[src/rtl/master_circuit_pkg.sv]
// Shared definitions for the master/slave compare interface: FSM state
// encoding, LT bit positions and codes, SEL field layout.
package master_circuit_pkg;

  typedef enum logic [2:0] {
    S_IDLE       = 3'd0,
    S_LOAD       = 3'd1,
    S_STROBE     = 3'd2,
    S_CMP_SET    = 3'd3,
    S_CMP_WAIT   = 3'd4,
    S_CMP_SAMPLE = 3'd5,
    S_DONE       = 3'd6
  } state_e;

  // LT bit indices as driven by the slave comparator.
  localparam int LT_LT = 2;  // column A < column B
  localparam int LT_EQ = 1;  // column A == column B
  localparam int LT_GT = 0;  // column A > column B

  // SEL field positions: {row, column A, column B}.
  localparam int SEL_ROW_LO = 4;
  localparam int SEL_A_LO   = 2;
  localparam int SEL_B_LO   = 0;

  // Number of rows / columns handled by the slave array.
  localparam int NUM_ROWS = 4;
  localparam int NUM_COLS = 4;

  // Build a SEL word from its three 2-bit fields.
  function automatic logic [5:0] pack_sel(input logic [1:0] row,
                                          input logic [1:0] col_a,
                                          input logic [1:0] col_b);
    logic [5:0] sel;
    sel = '0;
    sel[SEL_ROW_LO +: 2] = row;
    sel[SEL_A_LO   +: 2] = col_a;
    sel[SEL_B_LO   +: 2] = col_b;
    return sel;
  endfunction

  // One-hot row load strobe for the slave.
  function automatic logic [3:0] row_strobe(input logic [1:0] row);
    return 4'b0001 << row;
  endfunction

endpackage

[src/rtl/master_circuit_reg_nb.sv]
// Generic n-bit register with synchronous clear and load enable; holds the
// per-row max-column result of the master.
module reg_nb #(
  parameter int n = 8
) (
  input  logic         clk,
  input  logic         rst,
  input  logic         i_clr,
  input  logic         i_en,
  input  logic [n-1:0] i_d,
  output logic [n-1:0] o_q
);

  logic [n-1:0] r_q;

  // Register: clear wins over load, otherwise hold.
  always_ff @(posedge clk or posedge rst) begin
    if (rst) begin
      r_q <= '0;
    end else if (i_clr) begin
      r_q <= '0;
    end else if (i_en) begin
      r_q <= i_d;
    end
  end

  assign o_q = r_q;

endmodule

[src/rtl/master_circuit.sv]
// Master for the slave 4x4 register-array/comparator: loads four row words
// into the slave (one LD pulse per row), then walks SEL compares over each
// row to find the column holding the largest nibble (ties keep the lowest).
module master_circuit
  import master_circuit_pkg::*;
#(
  parameter int N      = 4,
  parameter int SETTLE = 1
) (
  input  logic           CLK,
  input  logic           CLR,
  input  logic           START,
  input  logic [4*N-1:0] DIN,
  input  logic           DIN_VLD,
  output logic           DIN_RDY,
  input  logic [2:0]     LT,
  output logic [4*N-1:0] SW,
  output logic [5:0]     SEL,
  output logic [3:0]     LD,
  output logic           BUSY,
  output logic           DONE,
  output logic [7:0]     MAX_COL,
  output logic           ERR
);

  // Settle counter only has to reach SETTLE-1.
  localparam int CNT_W = (SETTLE > 1) ? $clog2(SETTLE) : 1;
  localparam logic [CNT_W-1:0] SETTLE_LAST = CNT_W'(SETTLE - 1);

  state_e           r_state;
  state_e           w_next_state;

  logic [1:0]       r_row;
  logic [1:0]       r_col;
  logic [1:0]       r_best;
  logic [CNT_W-1:0] r_settle;
  logic [4*N-1:0]   r_sw;
  logic             r_err;

  logic             w_din_rdy;
  logic [3:0]       w_ld;
  logic [5:0]       w_sel;
  logic             w_busy;
  logic             w_done;

  logic             w_lt_better;
  logic             w_lt_legal;
  logic [1:0]       w_best_final;
  logic             w_last_col;
  logic             w_last_row;
  logic             w_run_start;
  logic             w_maxcol_en;
  logic [7:0]       w_maxcol_d;

  // Column B beats the current best only on a strict "A < B" code; ties and
  // "A > B" keep the lower column already held in best.
  assign w_lt_better  = LT[LT_LT] & ~LT[LT_EQ] & ~LT[LT_GT];
  assign w_lt_legal   = $onehot(LT);
  assign w_best_final = w_lt_better ? r_col : r_best;
  assign w_last_col   = (r_col == 2'd3);
  assign w_last_row   = (r_row == 2'd3);
  assign w_run_start  = (r_state == S_IDLE) && START;
  assign w_maxcol_en  = (r_state == S_CMP_SAMPLE) && w_last_col;

  // State register.
  always_ff @(posedge CLK or posedge CLR) begin
    if (CLR) begin
      r_state <= S_IDLE;
    end else begin
      r_state <= w_next_state;
    end
  end

  // Next-state and Moore output decode.
  always_comb begin
    // NOTE: every signal written here gets a default first so no latch is inferred.
    w_next_state = r_state;
    w_din_rdy    = 1'b0;
    w_ld         = '0;
    w_sel        = '0;
    w_busy       = 1'b1;
    w_done       = 1'b0;
    case (r_state)
      S_IDLE: begin
        w_busy = 1'b0;
        if (START) w_next_state = S_LOAD;
      end
      S_LOAD: begin
        w_din_rdy = 1'b1;
        if (DIN_VLD) w_next_state = S_STROBE;
      end
      S_STROBE: begin
        w_ld         = row_strobe(r_row);
        w_next_state = w_last_row ? S_CMP_SET : S_LOAD;
      end
      S_CMP_SET: begin
        w_sel        = pack_sel(r_row, r_best, r_col);
        w_next_state = S_CMP_WAIT;
      end
      S_CMP_WAIT: begin
        w_sel = pack_sel(r_row, r_best, r_col);
        if (r_settle == SETTLE_LAST) w_next_state = S_CMP_SAMPLE;
      end
      S_CMP_SAMPLE: begin
        w_sel        = pack_sel(r_row, r_best, r_col);
        w_next_state = (w_last_col && w_last_row) ? S_DONE : S_CMP_SET;
      end
      S_DONE: begin
        w_busy = 1'b0;
        w_done = 1'b1;
        // Wait for START to drop so a held button does not re-run.
        if (!START) w_next_state = S_IDLE;
      end
      default: begin
        w_next_state = S_IDLE;
      end
    endcase
  end

  // Row/column/best/settle counters, SW capture and sticky error flag.
  always_ff @(posedge CLK or posedge CLR) begin
    // NOTE: sequential state uses non-blocking assignments so every register
    // samples pre-edge values regardless of statement order.
    if (CLR) begin
      r_row    <= '0;
      r_col    <= '0;
      r_best   <= '0;
      r_settle <= '0;
      r_sw     <= '0;
      r_err    <= 1'b0;
    end else begin
      case (r_state)
        S_IDLE: begin
          if (START) begin
            r_row <= '0;
            r_err <= 1'b0;
          end
        end
        S_LOAD: begin
          if (DIN_VLD) r_sw <= DIN;
        end
        S_STROBE: begin
          if (w_last_row) begin
            r_row  <= '0;
            r_best <= '0;
            r_col  <= 2'd1;
          end else begin
            r_row <= r_row + 2'd1;
          end
        end
        S_CMP_SET: begin
          r_settle <= '0;
        end
        S_CMP_WAIT: begin
          r_settle <= r_settle + 1'b1;
        end
        S_CMP_SAMPLE: begin
          if (!w_lt_legal) r_err <= 1'b1;
          if (w_last_col) begin
            r_row  <= r_row + 2'd1;
            r_best <= '0;
            r_col  <= 2'd1;
          end else begin
            r_best <= w_best_final;
            r_col  <= r_col + 2'd1;
          end
        end
        default: begin
        end
      endcase
    end
  end

  // Merge the finished row's best column into the result word.
  always_comb begin
    w_maxcol_d = MAX_COL;
    w_maxcol_d[2*r_row +: 2] = w_best_final;
  end

  reg_nb #(
    .n(8)
  ) u_maxcol_reg (
    .clk  (CLK),
    .rst  (CLR),
    .i_clr(w_run_start),
    .i_en (w_maxcol_en),
    .i_d  (w_maxcol_d),
    .o_q  (MAX_COL)
  );

  assign DIN_RDY = w_din_rdy;
  assign LD      = w_ld;
  assign SEL     = w_sel;
  assign BUSY    = w_busy;
  assign DONE    = w_done;
  assign SW      = r_sw;
  assign ERR     = r_err;

endmodule

[config.mk]
export PLATFORM = sky130hd
export DESIGN_NAME = master_circuit
export DESIGN_NICKNAME = d
export VERILOG_FILES = /design/src/rtl/master_circuit_pkg.sv /design/src/rtl/master_circuit_reg_nb.sv /design/src/rtl/master_circuit.sv
export SDC_FILE = /design/constraint.sdc
export NUM_CORES = 1
export LEC_CHECK = 0
export ABC_CLOCK_PERIOD_IN_PS = 2440
export CORE_MARGIN = 3
export CORE_UTILIZATION = 46
export DETAILED_ROUTE_END_ITERATION = 8
export GPL_TIMING_DRIVEN = 0
export PLACE_DENSITY = 0.78
export SKIP_LAST_GASP = 1
export SYNTH_ARGS = -nofsm -noshare
export SYNTH_HDL_FRONTEND = slang
export SYNTH_SLANG_ARGS = --single-unit
[constraint.sdc]
create_clock -name CLK -period 2.44 [get_ports CLK]
set_clock_uncertainty 0.2 [all_clocks]
set_input_delay 0.366 -clock CLK [delete_from_list [all_inputs] [get_ports CLK]]
set_output_delay 0.366 -clock CLK [all_outputs]
set_load 0.005 [all_outputs]
==> results.cfg, run 1 <==
[setup_path]
path_delay_family = buffers and inverters
worstReg2RegStart = r_state[2]
cp_data_arrival_time_ns = 1.80
critical_path.max_stage_delay_ns = 0.50
cp-startpoint = r_state[0]
worstSetupPathType = flop to output pin
cp.required_ns = 1.87
end_kind = output pin
crit_path_cell_trace = buf_4, nor2_4, buf_4, and3_1, clkdlybuf4s50_1
crit_path_top_delay_cell = clkdlybuf4s50_1
cp_max_fo = 6
r2r_slack_ns = 0.48
start_kind = flop
path_common_cell = buf_4
critPathBufInv = 3

[global_routing]
grt_pass1_vias = 1571
grt_overflow = 0
antenna_found_initial = 0
grt_start_max_net_pins = 36
grt_pass1_wl_um = 7610
grt_usage = 0.1939

[sta]
max_slew.worst_pin.slew_ns = 0.7212
fin_crit_sh = 0.9715
period_minus_slack_ns = 2.370
hold_violations = 0
final_max_slew_viol_count = 0
fmax_mhz = 421.9
holdWs_ns = 0.2943
max_slew_margin = 0.5185
setup_viol = 0

[detailed_routing]
drt_iter0_markers = 128
wire_per_inst_um = 15.36
viasPerCell = 5.286
drt-total-wl_um = 4623
vias = 1591
drt_pre_antenna_iters = 4
drc = 0
drtAntennaViolNets = 0

[pwr]
power_density_nw_per_um2 = 1152
p_leak_nw = 1.343
ir_worst_vdd_uv = 666.3
total_power_mw = 3.228

[floorplanning]
num_rows = 22
fp.dieH_um = 69.54
start_util = 0.4924
die_w_um = 69.54
io_pins = 61
core_area_um2 = 3771
die-area_um2 = 4835

[clocking]
cts-root-buf = clkbuf_8
clk_latency_ns = 0.28
cts_htree_levels = 2
cts_buffers = 5
cts_hold_buffers = 0
clk_pin_slew_ns = 0.07
clock_path_buffers = 2
cts_tree = built
cts.sinks = 35

[synthesis]
ys_ff_latch = 35
synth.largest_area_cell = dfrtp_1
syn_inst = 172
synth_seq_area_share = 0.4717
synth.distinct_cells = 36
ys_top_cells_by_area = dfrtp_1 (47%), mux2_4 (8.1%), ha_1 (4.0%)
syn_avg_cell_area_um2 = 10.80
yosysWarnings = 0
syn_nets = 202
synth_area_um2 = 1857
synth_top_area_frac = 0.4717

[placed_design]
io_buffer_count = 60
dp.final_hpwl_um = 3075
place.gp.congestion = 0.8216
placed_cells = 280

[hold_path]
hold_path.class = flop to flop
hp-start = ERR

[finish]
diodes = 0
syn_to_final_growth_pct = 50.94
final_nets = 283
drive_gt1_frac = 0.2411
layout.cells.non_filler = 301

[job]
maxCapViolations = 0

[run_status]
outcome = completed
-- worst register-to-register path: stages (launching register included) --
cell      delay [ns]
dfrtp_1         0.38
buf_6           0.13
buf_4           0.12
buf_4           0.14
nand3b_1        0.14
clkbuf_1        0.36
o21ai_0         0.17
a21bo_2         0.21
-- Yosys cell counts --
cell type,n
nor2_2,1
and3_1,5
a21bo_2,2
a21oi_1,8
nor3b_1,3
nor3_1,2
a211oi_2,1
nand2b_2,1
o22a_1,1
mux2i_1,6
fa_1,1
o32ai_1,2
nand3_1,1
nand4b_1,1
nand2b_1,2
and2_1,7
a41o_1,1
or4_1,1
o21ai_0,5
nand3b_1,1
nand2_1,18
inv_1,15
xnor2_1,1
o32a_1,1
nor2_1,6
a31oi_1,1
buf_6,1
mux2_4,10
buf_12,1
nand4_1,3
mux2_2,6
ha_1,6
buf_2,5
clkbuf_1,2
o22ai_1,9
dfrtp_1,35
-- layer usage --
| layer | vias to the layer above | share of wire | GRT usage |
|---|---|---|---|
| met1 | 739 | 0.46 | 0.2728 |
| met2 | 80 | 0.44 | 0.2934 |
| met3 | 11 | 0.080 | 0.05072 |
| met4 | 0 | 0.023 | 0.05857 |
| met5 | - | 0 | 0 |
| li1 | 761 | - | - |
-- worst paths after layout --
check                                            to  cells past startpoint
worst max-delay path                          LD[1]                      5
worst min-delay path                            ERR                      2
worst max register to register             r_row[0]                      7
worst min register to register                  ERR                      2
max in group asynchronous                r_state[0]                      2
min in group asynchronous       u_maxcol_reg.o_q[2]                      2
-- power by group --
| group | leakage [nW] | switching [mW] | internal [mW] |
|---|---|---|---|
| clock network | 0.0470 | 0.202 | 0.221 |
| logic | 0.857 | 0.743 | 1.10 |
| registers | 0.439 | 0.153 | 0.808 |
-- cell families after synthesis --
kind of cell / count (synthesis) / share of synthesized area
adder cells (fa/ha/maj): 7 / 0.05121
XOR/XNOR: 1 / 0.004718
flip-flops: 35 / 0.4717
buffers and inverters: 24 / 0.06469
multiplexers: 22 / 0.1496
AO/OA/AOI/OAI: 31 / 0.1112
AND/OR/NAND/NOR: 52 / 0.1469
-- flip-flops by register name (all words and copies together) (netlist names) --
register,cells
ERR,1
r_col,2
SW,16
u_maxcol_reg.o_q,8
r_best,2
r_row,2
r_state,3
r_settle,1
-- repair_timing --
action | in CTS | in global routing
cloned | 0 | 0
pin swaps | 0 | 7
setup endpoints to repair | 11 | 9
gates resized for setup | 15 | 18
buffers inserted | 4 | 10
-- cell type report --
| cell class | instances | area [um2] |
|---|---|---|
| buffer | 9 | 98.84 |
| clock buffer | 6 | 82.58 |
| clock inverter | 1 | 5.005 |
| fill | 278 | 968.4 |
| inverter | 15 | 56.30 |
| multi-input combinational | 113 | 895.9 |
| sequential | 35 | 878.3 |
| tap | 48 | 60.06 |
| timing repair buffer | 74 | 725.7 |
-- through the flow --
step                area [um2]  utilization  setup slack, ns   TNS [ns]
CTS                       2683       0.7113         0.001424          0
floorplan                 1857            -           0.6167          0
detailed placement        2517       0.6676         -0.01750   -0.04960
global placement          2517       0.6676          0.01621          0
finish                    2803       0.7432          0.06954          0
global route              2803       0.7432        -0.003919  -0.003919
-- layout by cell type, fill, tap and decap left out, types with 4 or more instances in the layout --
cell type and instances:
buf_6 4, ha_1 4, dfrtp_1 33, and2_4 4, inv_1 14, mux2_4 10, a21oi_1 8, and3_1 5
dlymetal6s2s_1 8, nand2_1 18, clkbuf_8 6, mux2i_1 5, buf_4 15, mux2_2 6, nor2_1 5, o21ai_0 5
clkdlybuf4s50_1 52, o22ai_1 9
Power figures use the tool's default switching activity.
==> run 2, diff against run 1 <==
ABC_AREA = 1   (was unset)
ABC_CLOCK_PERIOD_IN_PS = 2410   (was 2440)
CORE_MARGIN = unset   (was 3)
clock period = 2.41 ns   (was 2.44 ns; I/O delays follow)
==> results.cfg, run 2 <==
[run_status]
outcome = completed

[setup_path]
crit_path_top_delay_cell = clkdlybuf4s50_1
cp_max_fo = 18
worstReg2RegStart = r_state[1]
r2r_slack_ns = 0.65
r2r_cells = 7
reg2reg_to = u_maxcol_reg.o_q[7]
worstSetupPathType = flop to output pin
start_kind = flop
crit_path_cell_trace = inv_2, nor2_4, nand2_1, clkinv_4, clkdlybuf4s50_1
cp_data_arrival_time_ns = 1.79
cp.required_ns = 1.85
critical_path.max_stage_delay_ns = 0.52
end_kind = output pin

[global_routing]
grt_usage = 0.2241
grt_pass1_vias = 1622
antenna_found_initial = 0
grt_pass1_wl_um = 7176
grt_start_max_net_pins = 36
grt_overflow = 0

[job]
maxCapViolations = 0

[floorplanning]
core_area_um2 = 3771
die_w_um = 65.47
io_pins = 61
num_rows = 22
die-area_um2 = 4286
start_util = 0.4914
fp.dieH_um = 65.47

[sta]
final_max_slew_viol_count = 0
hold_violations = 0
max_slew.worst_pin.slew_ns = 0.7180
fin_ws_ns = 0.06065
period_minus_slack_ns = 2.349
fmax_mhz = 425.7
fin_crit_sh = 0.9748
setup_viol = 0
tns_ns = 0
max_slew_margin = 0.5206

[synthesis]
synth_area_um2 = 1853
ys.flop_type = dfrtp_1
synth.distinct_cells = 25
synth_seq_area_share = 0.4727
synth_edf_count = 0
synth.area.mux_share = 0
syn_inst = 244
synth_xor_area_frac = 0
synth.largest_area_cell = dfrtp_1
yosys-top-cells-count = nand2_1 (84), nand3_1 (38), dfrtp_1 (35)
synth_top_area_frac = 0.4727
yosys.area_share.simple = 0.3538
synth_most_common_cell = nand2_1
ys_top_cells_by_area = dfrtp_1 (47%), nand2_1 (17%), nand3_1 (10%)
synth_top_family_by_area = simple AND/OR/NAND/NOR gates
syn_avg_cell_area_um2 = 7.594
ys_ff_latch = 35
synth_compound_area_frac = 0.04051
yosysWarnings = 0
async_flop_share = 1.000
syn_nets = 274
synth_fa_ha_area_frac = 0.05132

[pwr]
power_density_nw_per_um2 = 1069
p_leak_nw = 1.341
switching_share = 0.3866
pwr-share-comb = 0.501
power.share.sequential = 0.332
internal_power_mw = 1.740
total_power_mw = 2.837
power_switching_mw = 1.097
p_clk_frac = 0.167
ir_worst_vdd_uv = 503.4

[clocking]
cts-root-buf = clkbuf_8
cts_htree_levels = 2
clk_pin_slew_ns = 0.07
cts_tree = built
clk_latency_ns = 0.29
cts.sinks = 35
cts_buffers = 5
clock_path_buffers = 2

[finish]
final_nets = 341
drive_gt1_frac = 0.09615
largest_reg_flops = 16
syn_to_final_growth_pct = 43.21
diodes = 0
final_cell_mix = nand2_1 (83), clkdlybuf4s50_1 (59), nand3_1 (38)
nFillCells = 309
final_common_cell = nand2_1

[hold_path]
hold_end = SW[10]
hp-start = DIN_VLD
hold_depth = 3
hold_path.class = input pin to flop

[detailed_routing]
drt_pre_antenna_iters = 4
drt-total-wl_um = 4674
drc = 0
vias = 1815
drtAntennaViolNets = 0
drt_iter0_markers = 104
viasPerCell = 5.042
wire_per_inst_um = 12.98

[placed_design]
dp.final_hpwl_um = 3310
io_buffer_count = 59
pre_cts_slack_ns = 0.1615
place.gp.congestion = 0.8598
run 2: cell families after synthesis:
group	after synthesis
flops	35
compound gates	14
buf+inv	36
simple gates	152
fa+ha+maj	7
run 2: final cells by class:
cell class	instances	area (um2)	area share
Inverter	30	117.6	0.04432
Sequential cell	35	878.3	0.3310
Buffer	5	35.03	0.01320
Clock buffer	8	100.1	0.03772
Tap cell	48	60.06	0.02263
Timing Repair Buffer	61	605.6	0.2282
Multi-Input combinational cell	173	857.1	0.3230
run 2: power by group through the flow:
stage | clock network (mW) | logic, mW | registers, mW
final | 0.473 | 1.42 | 0.942
after global routing | 0.500 | 1.58 | 0.960
after CTS | 0.479 | 1.36 | 0.936
after detailed placement | 0 | 1.35 | 0.943
after global placement | 0 | 1.31 | 0.930
after floorplan | 0 | 0.725 | 0.936
run 2: worst max path at each step:
stage                     from      end  cells past startpoint
global placement    r_state[1]   SEL[0]                      7
global route        r_state[0]  DIN_RDY                      5
CTS                 r_state[2]    LD[1]                      5
detailed placement  r_state[1]   SEL[3]                      7
floorplan           r_state[1]   SEL[0]                      6
finish              r_state[0]  DIN_RDY                      5
run 2: metrics by stage:
stage,cell area (um2),utilization,std cells,hold WS (ns)
floorplan,1853,-,244,0.2593
finish,2654,0.7037,360,0.2270
detailed placement,2504,0.6639,351,0.2571
global route,2654,0.7037,360,0.2438
CTS,2610,0.6921,358,0.2272
global placement,2504,0.6639,351,0.2534
run 2: routing by layer:
metal | GRT usage | vias up | wire length [um]
met5 | 0 | - | 0
met4 | 0.1033 | 0 | 82
met3 | 0.05208 | 9 | 226
met2 | 0.3505 | 51 | 2258
met1 | 0.2925 | 856 | 2106
li1 | - | 899 | -
run 2: critical path: cells and delay by family, from the launching register on:
family / cells / cell delay [ns]
buffers and inverters: 3 / 0.78
flip-flops: 1 / 0.46
AND/OR/NAND/NOR: 2 / 0.25
run 2: timing repair:
item,in CTS,in global routing
gates resized for setup,4,14
hold buffers,0,0
endpoints found under the setup margin,10,11
buffers inserted,0,2
